$ cat config.mk
export PLATFORM = sky130hd
export DESIGN_NAME = tug_input_conditioner
export DESIGN_NICKNAME = d
export VERILOG_FILES = /design/src/rtl/tug_pkg.sv /design/src/rtl/tug_key_channel.sv /design/src/rtl/tug_input_conditioner.sv
export SDC_FILE = /design/constraint.sdc
export NUM_CORES = 1
export LEC_CHECK = 0
export ABC_AREA = 1
export CORE_AREA = 5 5 42 44
export CTS_CLUSTER_DIAMETER = 120
export DETAILED_ROUTE_END_ITERATION = 6
export DIE_AREA = 0 0 47 49
export GPL_TIMING_DRIVEN = 1
export HOLD_SLACK_MARGIN = 0.03
export PLACE_DENSITY = 0.55
export REMOVE_ABC_BUFFERS = 1
export SYNTH_ARGS = -nofsm -noshare
export SYNTH_HDL_FRONTEND = slang
export SYNTH_SLANG_ARGS = --single-unit
export TNS_END_PERCENT = 30
$ cat constraint.sdc
create_clock -name clk -period 1.3 [get_ports clk]
set_clock_uncertainty 0.05 [all_clocks]
set_input_delay 0.26 -clock clk [delete_from_list [all_inputs] [get_ports clk]]
set_output_delay 0.26 -clock clk [all_outputs]
set_load 0.005 [all_outputs]
$ cat src/rtl/tug_pkg.sv
// rtl/tug_pkg.sv - shared types and constants for the tug-of-war input conditioner
package tug_pkg;

  typedef enum logic [1:0] {
    WAIT_REL,
    IDLE,
    HELD
  } key_state_t;

  localparam logic KEY_RELEASED = 1'b1;

endpackage

$ cat src/rtl/tug_key_channel.sv
// rtl/tug_key_channel.sv - one player key: synchronizer, optional debounce, press FSM
// Debounce counter is present only when TUG_INPUT_DEBOUNCE_EN is defined.
module tug_key_channel
  import tug_pkg::*;
#(
  parameter int DEBOUNCE_CYCLES = 50000
) (
  input  logic clk,
  input  logic reset,
  input  logic i_key_n,
  output logic o_p
);

  if (DEBOUNCE_CYCLES < 1) begin : g_bad_debounce
    $error("DEBOUNCE_CYCLES must be >= 1");
  end

  logic       r_sync1;
  logic       r_sync2;
  logic [1:0] r_warm;
  logic       w_lvl;
  logic       w_acc_lvl;
  key_state_t r_state;
  logic       r_p;

  always_ff @(posedge clk) begin
    if (reset) begin
      r_sync1 <= KEY_RELEASED;
      r_sync2 <= KEY_RELEASED;
      r_warm  <= 2'b00;
    end else begin
      r_sync1 <= i_key_n;
      r_sync2 <= r_sync1;
      r_warm  <= {r_warm[0], 1'b1};
    end
  end

  assign w_lvl = ~r_sync2;

`ifdef TUG_INPUT_DEBOUNCE_EN
  localparam int CW = $clog2(DEBOUNCE_CYCLES + 1);
  localparam logic [CW-1:0] CNT_MAX = CW'(DEBOUNCE_CYCLES);

  logic [CW-1:0] r_cnt;
  logic          r_acc;

  // A full count means the previous DEBOUNCE_CYCLES samples all disagreed: flip now.
  assign w_acc_lvl = (r_cnt == CNT_MAX) ? ~r_acc : r_acc;

  always_ff @(posedge clk) begin
    if (reset) begin
      r_cnt <= '0;
      r_acc <= 1'b0;
    end else begin
      r_acc <= w_acc_lvl;
      if (r_cnt == CNT_MAX || w_lvl == r_acc) begin
        r_cnt <= '0;
      end else begin
        r_cnt <= r_cnt + CW'(1);
      end
    end
  end
`else
  assign w_acc_lvl = w_lvl;
`endif

  // The sync flops hold reset values for two edges; WAIT_REL must not trust them,
  // otherwise a key held through reset would look released and then pressed.
  always_ff @(posedge clk) begin
    if (reset) begin
      r_state <= WAIT_REL;
      r_p     <= 1'b0;
    end else begin
      r_p <= 1'b0;
      case (r_state)
        WAIT_REL: if (r_warm[1] && !w_acc_lvl) r_state <= IDLE;
        IDLE: begin
          if (w_acc_lvl) begin
            r_state <= HELD;
            r_p     <= 1'b1;
          end
        end
        HELD:     if (!w_acc_lvl) r_state <= IDLE;
        default:  r_state <= WAIT_REL;
      endcase
    end
  end

  assign o_p = r_p;

endmodule

$ cat src/rtl/tug_input_conditioner.sv
// rtl/tug_input_conditioner.sv - two-key press conditioner with same-cycle tie cancel
// Optional debounce enabled by defining TUG_INPUT_DEBOUNCE_EN.
module tug_input_conditioner
  import tug_pkg::*;
#(
  parameter int DEBOUNCE_CYCLES = 50000
) (
  input  logic clk,
  input  logic reset,
  input  logic key_l_n,
  input  logic key_r_n,
  output logic l_press,
  output logic r_press,
  output logic tie
);

  logic w_p_l;
  logic w_p_r;
  logic r_l_press;
  logic r_r_press;
  logic r_tie;

  tug_key_channel #(
    .DEBOUNCE_CYCLES(DEBOUNCE_CYCLES)
  ) u_chan_l (
    .clk    (clk),
    .reset  (reset),
    .i_key_n(key_l_n),
    .o_p    (w_p_l)
  );

  tug_key_channel #(
    .DEBOUNCE_CYCLES(DEBOUNCE_CYCLES)
  ) u_chan_r (
    .clk    (clk),
    .reset  (reset),
    .i_key_n(key_r_n),
    .o_p    (w_p_r)
  );

  always_ff @(posedge clk) begin
    if (reset) begin
      r_l_press <= 1'b0;
      r_r_press <= 1'b0;
      r_tie     <= 1'b0;
    end else begin
      r_l_press <= w_p_l & ~w_p_r;
      r_r_press <= w_p_r & ~w_p_l;
      r_tie     <= w_p_l & w_p_r;
    end
  end

  assign l_press = r_l_press;
  assign r_press = r_r_press;
  assign tie     = r_tie;

endmodule

* Word-level counts from Yosys, hierarchy flattened
Cells that the tools add are included.
** Cells by class
- Equality and inequality tests :: 10
- Mux-type cells :: 12
- Bitwise logic cells :: 7
- Reduce and logical (&&, ||, !) cells :: 8
** Operators by type and width (count)
- two-way mux 2 bit :: 6
- one-hot mux 2 bit (3 select lines) :: 2
- inequality test 2 x 1 -> 1 bit (second input constant) :: 4
- AND reduction 3 bit :: 2
- equality test 2 x 1 -> 1 bit (second input constant) :: 2
- equality test 2 bit (second input constant) :: 2
- logical NOT 2 bit :: 2
- two-way mux 1 bit :: 4
- inequality test 2 bit (second input constant) :: 2
- inverter 1 bit :: 4
- OR reduction 2 bit :: 2
- bitwise AND 1 bit :: 3
- logical AND 1 bit :: 2
** Storage, ports and cells
- Flip-flop bits (word level) :: 17
- Input bits :: 4
- Output and inout port bits :: 3
- Logic and storage cells :: 52

* Logic depth before layout (Yosys ltp)
Gate-level depths: netlist of run 1.
- Depth in word-level cells :: 3
- Mapped depth :: 4
- Gate-level depth less buffers :: 3

* By module
From an unflattened synthesis of run 1, not the netlist that was laid out.
** Unflattened totals
- Cell total of the unflattened synthesis :: 54
- Area, all modules :: 509.2 µm²
** By module, submodules not included
- tug_key_channel :: instances 2, cells an instance 22, area each 211.5 µm², sequential area each 140.1 µm²
- tug_input_conditioner :: instances 1, cells an instance 10, area each 86.3 µm², sequential area each 60.1 µm²

* Worst setup path before layout of run 1
No wires, ideal clock.
- Path kind :: input to register
- Start point :: input reset
- End point :: register u_chan_l.r_sync1
- Setup time :: 123 ps
- Arrival time :: 642 ps
- Required time :: 1127 ps
- Path slack :: 485 ps
- Cell stages on the path :: 2
- Path buffers :: 1
- Cells stage by stage :: buf_6 -> or2_2
** RTL lines
- start: declaration :: line tug_input_conditioner.sv:9 : input logic reset,
- end signal: assignment :: line tug_key_channel.sv:32 : r_sync1 <= i_key_n;
- end: declaration :: line tug_key_channel.sv:18 : logic r_sync1;
No word-level cell between the ends.

* Worst setup path in the final report of run 1
- Start point :: register r_tie (netlist: tie)
- End point :: output tie
** RTL lines
- start: declaration :: line tug_input_conditioner.sv:21 : logic r_tie;
- start signal: assignment :: line tug_input_conditioner.sv:49 : r_tie <= w_p_l & w_p_r;
- end: declaration :: line tug_input_conditioner.sv:14 : output logic tie
No word-level cell between the ends.

==> flow_summary.yaml, run 1 <==
finish:
  fill_cells: 156
  stdcell_count: 74
  drive_above_1_share_pct: 18.97
  reg.largest.list: "u_chan_l.r_state x2, u_chan_r.r_state x2"
  syn_to_final_growth_pct: 21.29
  diodes: 0
  layout.nets: 63
global_route:
  grt_max_degree: 9
  grt_usage_pct: 7.289
  grt_pass1_wl_mm: 1.083
  grt_pass1_vias: 289
  grt_overflow: 0
  antenna_found_initial: 0
sta:
  final_hold_viol_count: 0
  fin_crit_ns: 1.137
  fmax_mhz: 879.6
  slew_headroom_pct: 86.89
  grt_setup_unrepaired: "no"
  fin_setup_tns_ns: 0
  period_share_pct: 87.45
  setup_viol: 0
  hold_slack_ns: 0.3548
  worst_slew_pin_slew_ns: 0.1960
  drv_slew: 0
  setup_ws_ns: 0.1631
cts:
  cts.clk_slew.worst_paths_ns: 0.08
  hold_buffers: 0
  clock_sinks: 15
  htree_levels: 1
  numCtsBuffers: 3
  cts_tree: "done"
  clock_tree.root_cell: "clkbuf_4"
  post_cts_buffers: 0
  cts_buffer_depth: 2
  clock_latency_ns: 0.28
logic_synthesis:
  synth_compound_area_share_pct: 7.278
  synth_top_family_by_area: "simple AND/OR/NAND/NOR gates"
  syn-instance-count: 48
  synthXorXnorAreaFrac_pct: 0
  postSynthAreaPerCell_um2: 9.671
  netlist_area_um2: 464.2
  ys_seq_area_share_pct: 64.69
  synthDistinctLibCells: 11
  synth-simple-area-share_pct: 19.14
  synth_adder_area_share_pct: 0
  ys_seq_elements: 15
  synth_warnings: 0
  synth_mux_area_share_pct: 0
die:
  die_area_um2: 2303
  rows: 14
  ios: 7
  coreArea_um2: 1401
  start_util_pct: 33.12
  die_w_um: 47
  die_y_um: 49
route:
  num_vias: 311
  wl_per_cell_um: 8.527
  drcViolationCount: 0
  drtAntennaViolNets: 0
  drtIter0Drc: 2
  viasPerCell: 4.203
  first_pass_iters: 4
  routed_wl_um: 631
min_path:
  min_path_type: "flop to flop"
worst_setup_path:
  end_kind: "primary output"
  cp.arrival_ns: 0.83
  worst-path-buf-inv: 1
  cp_cell_sequence: "dlygate4sd2_1"
  critPathRequiredTime_ns: 0.99
  crit_family: "flip-flops"
  cp_slowest_cell: "dfxtp_1"
  path_class: "flop to primary output"
  critical-path-max-stage-delay_ns: 0.30
  ff2ff_setup_slack_ns: 0.47
  crit_path_max_fanout: 1
  crit_path_start_kind: "flop"
power:
  vdd_ir_drop_max_mv: 0.6120
  power.total_mw: 0.7740
  power_density_nw_per_um2: 1375
  leakagePower_nw: 0.2323
placed_design:
  placed_cells: 70
  place_ws_ns: -0.02047
  gp_congestion: 0.6396
  dpl.hpwl_um: 458.3
  portBuffers: 6
flow_run:
  cap_violations: 0
status:
  status: "completed"
==> where the power goes <==
part	internal (mW)	switching, mW
sequential	0.474	0.00615
clock	0.119	0.136
combinational	0.0215	0.0169
==> synth_stat cells, drive strengths merged <==
master  count  area share (%)
dfxtp      15              65
inv         8             6.5
nand2       6             4.9
or2         6             8.6
a21oi       4             5.1
nor2        3             2.4
nor3        3             3.2
o21ai       2             2.2
buf         1             2.4
==> metrics by stage <==
stage | cell area (um^2) | util (%)
2_1_floorplan | 452.9 | -
5_1_grt | 563.0 | 40.18
3_3_place_gp | 540.5 | 38.57
6_report | 563.0 | 40.18
3_5_place_dp | 540.5 | 38.57
4_1_cts | 563.0 | 40.18
==> layout by cell type (no fill, tap or decap), drive strengths merged <==
| master | synthesis | final |
|---|---|---|
| inv | 8 | 8 |
| a21oi | 4 | 4 |
| nor3 | 3 | 3 |
| nor2 | 3 | 3 |
| clkbuf | 0 | 4 |
| or2 | 6 | 6 |
| clkdlybuf4s50 | 0 | 3 |
| dlygate4sd2 | 0 | 3 |
| buf | 1 | 1 |
| o21ai | 2 | 2 |
| nand2 | 6 | 6 |
| dfxtp | 15 | 15 |
==> cell type report <==
| type | count | area [um^2] | share of cell area (%) |
|---|---|---|---|
| clock buffer | 4 | 26.28 | 4.667 |
| sequential | 15 | 300.3 | 53.33 |
| timing repair buffer | 7 | 63.81 | 11.33 |
| multi-input combinational | 24 | 122.6 | 21.78 |
| inverter | 8 | 30.03 | 5.333 |
| tap | 16 | 20.02 | 3.556 |
==> routing by layer <==
metal / vias to the layer above / share of wire [%] / global-route usage, % / wire length (um)
li1: 164 / - / - / -
met1: 133 / 42 / 7.813 / 266
met2: 10 / 42 / 9.276 / 268
met3: 4 / 9.2 / 2.214 / 58
met4: 0 / 5.9 / 9.677 / 37
met5: - / 0 / 0 / 0
==> final timing paths <==
| check | endpoint | depth (start not counted) | startpoint |
|---|---|---|---|
| min | u_chan_l.r_warm[1] | 2 | u_chan_r.r_warm[0] |
| min reg2reg | u_chan_l.r_warm[1] | 2 | u_chan_r.r_warm[0] |
| max | tie | 1 | tie |
| max reg2reg | u_chan_l.r_state[1] | 2 | u_chan_l.r_sync2 |
==> kinds of logic (layout without fill, tap and decap cells) <==
group	Yosys count	count (layout)
AND/OR/NAND/NOR	18	18
flip-flops	15	15
AO/OA/AOI/OAI	6	6
buffers and inverters	9	19
==> timing repair <==
item | 4_1_cts | 5_1_grt
hold endpoints to repair | 0 | 0
setup endpoints to repair | 3 | 0
resized for setup | 3 | 0
No activity file was read; power rests on OpenSTA's default activity.
==> run 2: changes to the inputs <==
Settings changed: CELL_PAD_IN_SITES_DETAIL_PLACEMENT set to 0, CELL_PAD_IN_SITES_GLOBAL_PLACEMENT set to 1, PLACE_DENSITY 0.55 to 0.68.
==> flow_summary.yaml, run 2 (synthesized netlist as in run 1, its figures left out) <==
status:
  status: "completed"
die:
  die_area_um2: 2303
  rows: 14
  start_util_pct: 33.12
  ios: 7
  die_y_um: 49
  die_w_um: 47
  coreArea_um2: 1401
route:
  first_pass_iters: 2
  drtIter0Drc: 2
  drcViolationCount: 0
  wl_met1_um: 250
  routed_wl_um: 615
  drtAntennaViolNets: 0
  wl_met3_um: 50
  num_vias: 316
  top_layer: "met4"
  wl_per_cell_um: 8.311
  met2_length_um: 304
  viasPerCell: 4.270
worst_setup_path:
  cp_slowest_cell: "dfxtp_1"
  cp.arrival_ns: 0.83
  path_class: "flop to primary output"
  ff2ff_setup_slack_ns: 0.48
  critPathRequiredTime_ns: 0.99
  regToRegEndpoint: "u_chan_l.r_state[1]"
  r2r_start: "u_chan_l.r_sync2"
  crit_path_max_fanout: 1
  r2r_cells: 2
  crit_family: "flip-flops"
  crit_path_start_kind: "flop"
  end_kind: "primary output"
  cp_cell_sequence: "dlygate4sd2_1"
  critical-path-max-stage-delay_ns: 0.30
  worst-path-buf-inv: 1
cts:
  post_cts_buffers: 0
  cts_buffer_depth: 2
  numCtsBuffers: 3
  clock_tree.root_cell: "clkbuf_4"
  htree_levels: 1
  cts.clk_slew.worst_paths_ns: 0.08
  clock_latency_ns: 0.28
  clock_sinks: 15
  cts_tree: "done"
global_route:
  antenna_found_initial: 0
  grt_pass1_vias: 295
  grt_overflow: 0
  grt_pass1_wl_mm: 1.076
  grt_max_degree: 9
  grt_usage_pct: 6.865
placed_design:
  placed_cells: 70
  dpl.hpwl_um: 470.1
  place_ws_ns: -0.02272
  portBuffers: 6
  placed_cell_area_um2: 540.5
  gp_congestion: 0.6452
min_path:
  worstHoldStart: "u_chan_r.r_warm[0]"
  whs_path_depth: 2
  min_path_type: "flop to flop"
  whs_endpoint: "u_chan_l.r_warm[1]"
finish:
  diodes: 0
  design_area_um2: 563.0
  final_common_cell: "dfxtp_1"
  drive_above_1_share_pct: 18.97
  layout.nets: 63
  reg.largest.list: "u_chan_l.r_state x2, u_chan_r.r_state x2"
  stdcell_count: 74
  fill_cells: 158
  syn_to_final_growth_pct: 21.29
  final_util_pct: 40.18
  final_cell_mix: "dfxtp_1, inv_1, nand2_1"
sta:
  grt_setup_unrepaired: "no"
  setup_viol: 0
  period_share_pct: 87.32
  fin_crit_ns: 1.135
  setup_ws_ns: 0.1648
  worst_slew_pin_slew_ns: 0.1929
  drv_slew: 0
  hold_slack_ns: 0.3570
  slew_headroom_pct: 87.10
  fmax_mhz: 880.9
  fin_setup_tns_ns: 0
  final_hold_viol_count: 0
power:
  power.total_mw: 0.7790
  vdd_ir_drop_max_mv: 0.5216
  leakagePower_nw: 0.2323
  power_density_nw_per_um2: 1384
flow_run:
  cap_violations: 0
run 2: cell counts in the layout (fill, tap and decap cells not counted):
No cell type changed its count.
run 2: worst max-delay path by stage:
stage	from	to	slack, ns	cells after the start
2_1_floorplan	u_chan_l.r_sync2	u_chan_l.r_state[1]	0.51	2
3_3_place_gp	reset	u_chan_l.r_state[1]	-0.004	3
3_5_place_dp	reset	u_chan_l.r_state[1]	-0.02	3
4_1_cts	tie	tie	0.15	1
5_1_grt	l_press	l_press	0.12	1
6_report	tie	tie	0.16	1
run 2: where the power goes:
| part | internal, mW | switching, mW |
|---|---|---|
| combinational | 0.0215 | 0.0170 |
| clock | 0.119 | 0.141 |
| sequential | 0.474 | 0.00631 |
run 2: what timing repair did:
action | 4_1_cts | 5_1_grt
resized for setup | 3 | 0
setup endpoints to repair | 3 | 0
hold buffers | 0 | 0
run 2: area by class of cell:
cell class	instances	area [um^2]	area share, %
sequential	15	300.3	53.33
multi-input combinational	24	122.6	21.78
timing repair buffer	7	63.81	11.33
inverter	8	30.03	5.333
clock buffer	4	26.28	4.667
tap	16	20.02	3.556
run 2: per-layer routing:
layer / vias up / GRT usage (%)
met1: 140 / 5.580
met2: 9 / 11.54
met5: - / 0
li1: 165 / -
met4: 0 / 5.530
met3: 2 / 3.321
==> run 3: changes to the inputs <==
--- a/config.mk
+++ b/config.mk
@@ -17,4 +17,5 @@
 export PLACE_DENSITY = 0.68
 export REMOVE_ABC_BUFFERS = 1
+export SLEW_MARGIN = 20
 export SYNTH_ARGS = -nofsm -noshare
 export SYNTH_HDL_FRONTEND = slang
==> constraint.sdc (replaced) <==
create_clock -name clk -period 1.4 [get_ports clk]
set_clock_uncertainty 0.05 [all_clocks]
set_input_delay 0.28 -clock clk [delete_from_list [all_inputs] [get_ports clk]]
set_output_delay 0.28 -clock clk [all_outputs]
set_load 0.01 [all_outputs]
==> results of run 3 <==
Same layout as run 2 (identical final DEF). Status: completed.
Among the figures that moved: setup slack after placement -0.02272 ns -> 0.05728 ns; setup slack after layout 0.1648 ns -> 0.2235 ns; register-to-register setup slack 0.48 ns -> 0.58 ns; total power 0.7790 mW -> 0.7235 mW; worst IR drop on VDD 0.5216 mV -> 0.4844 mV
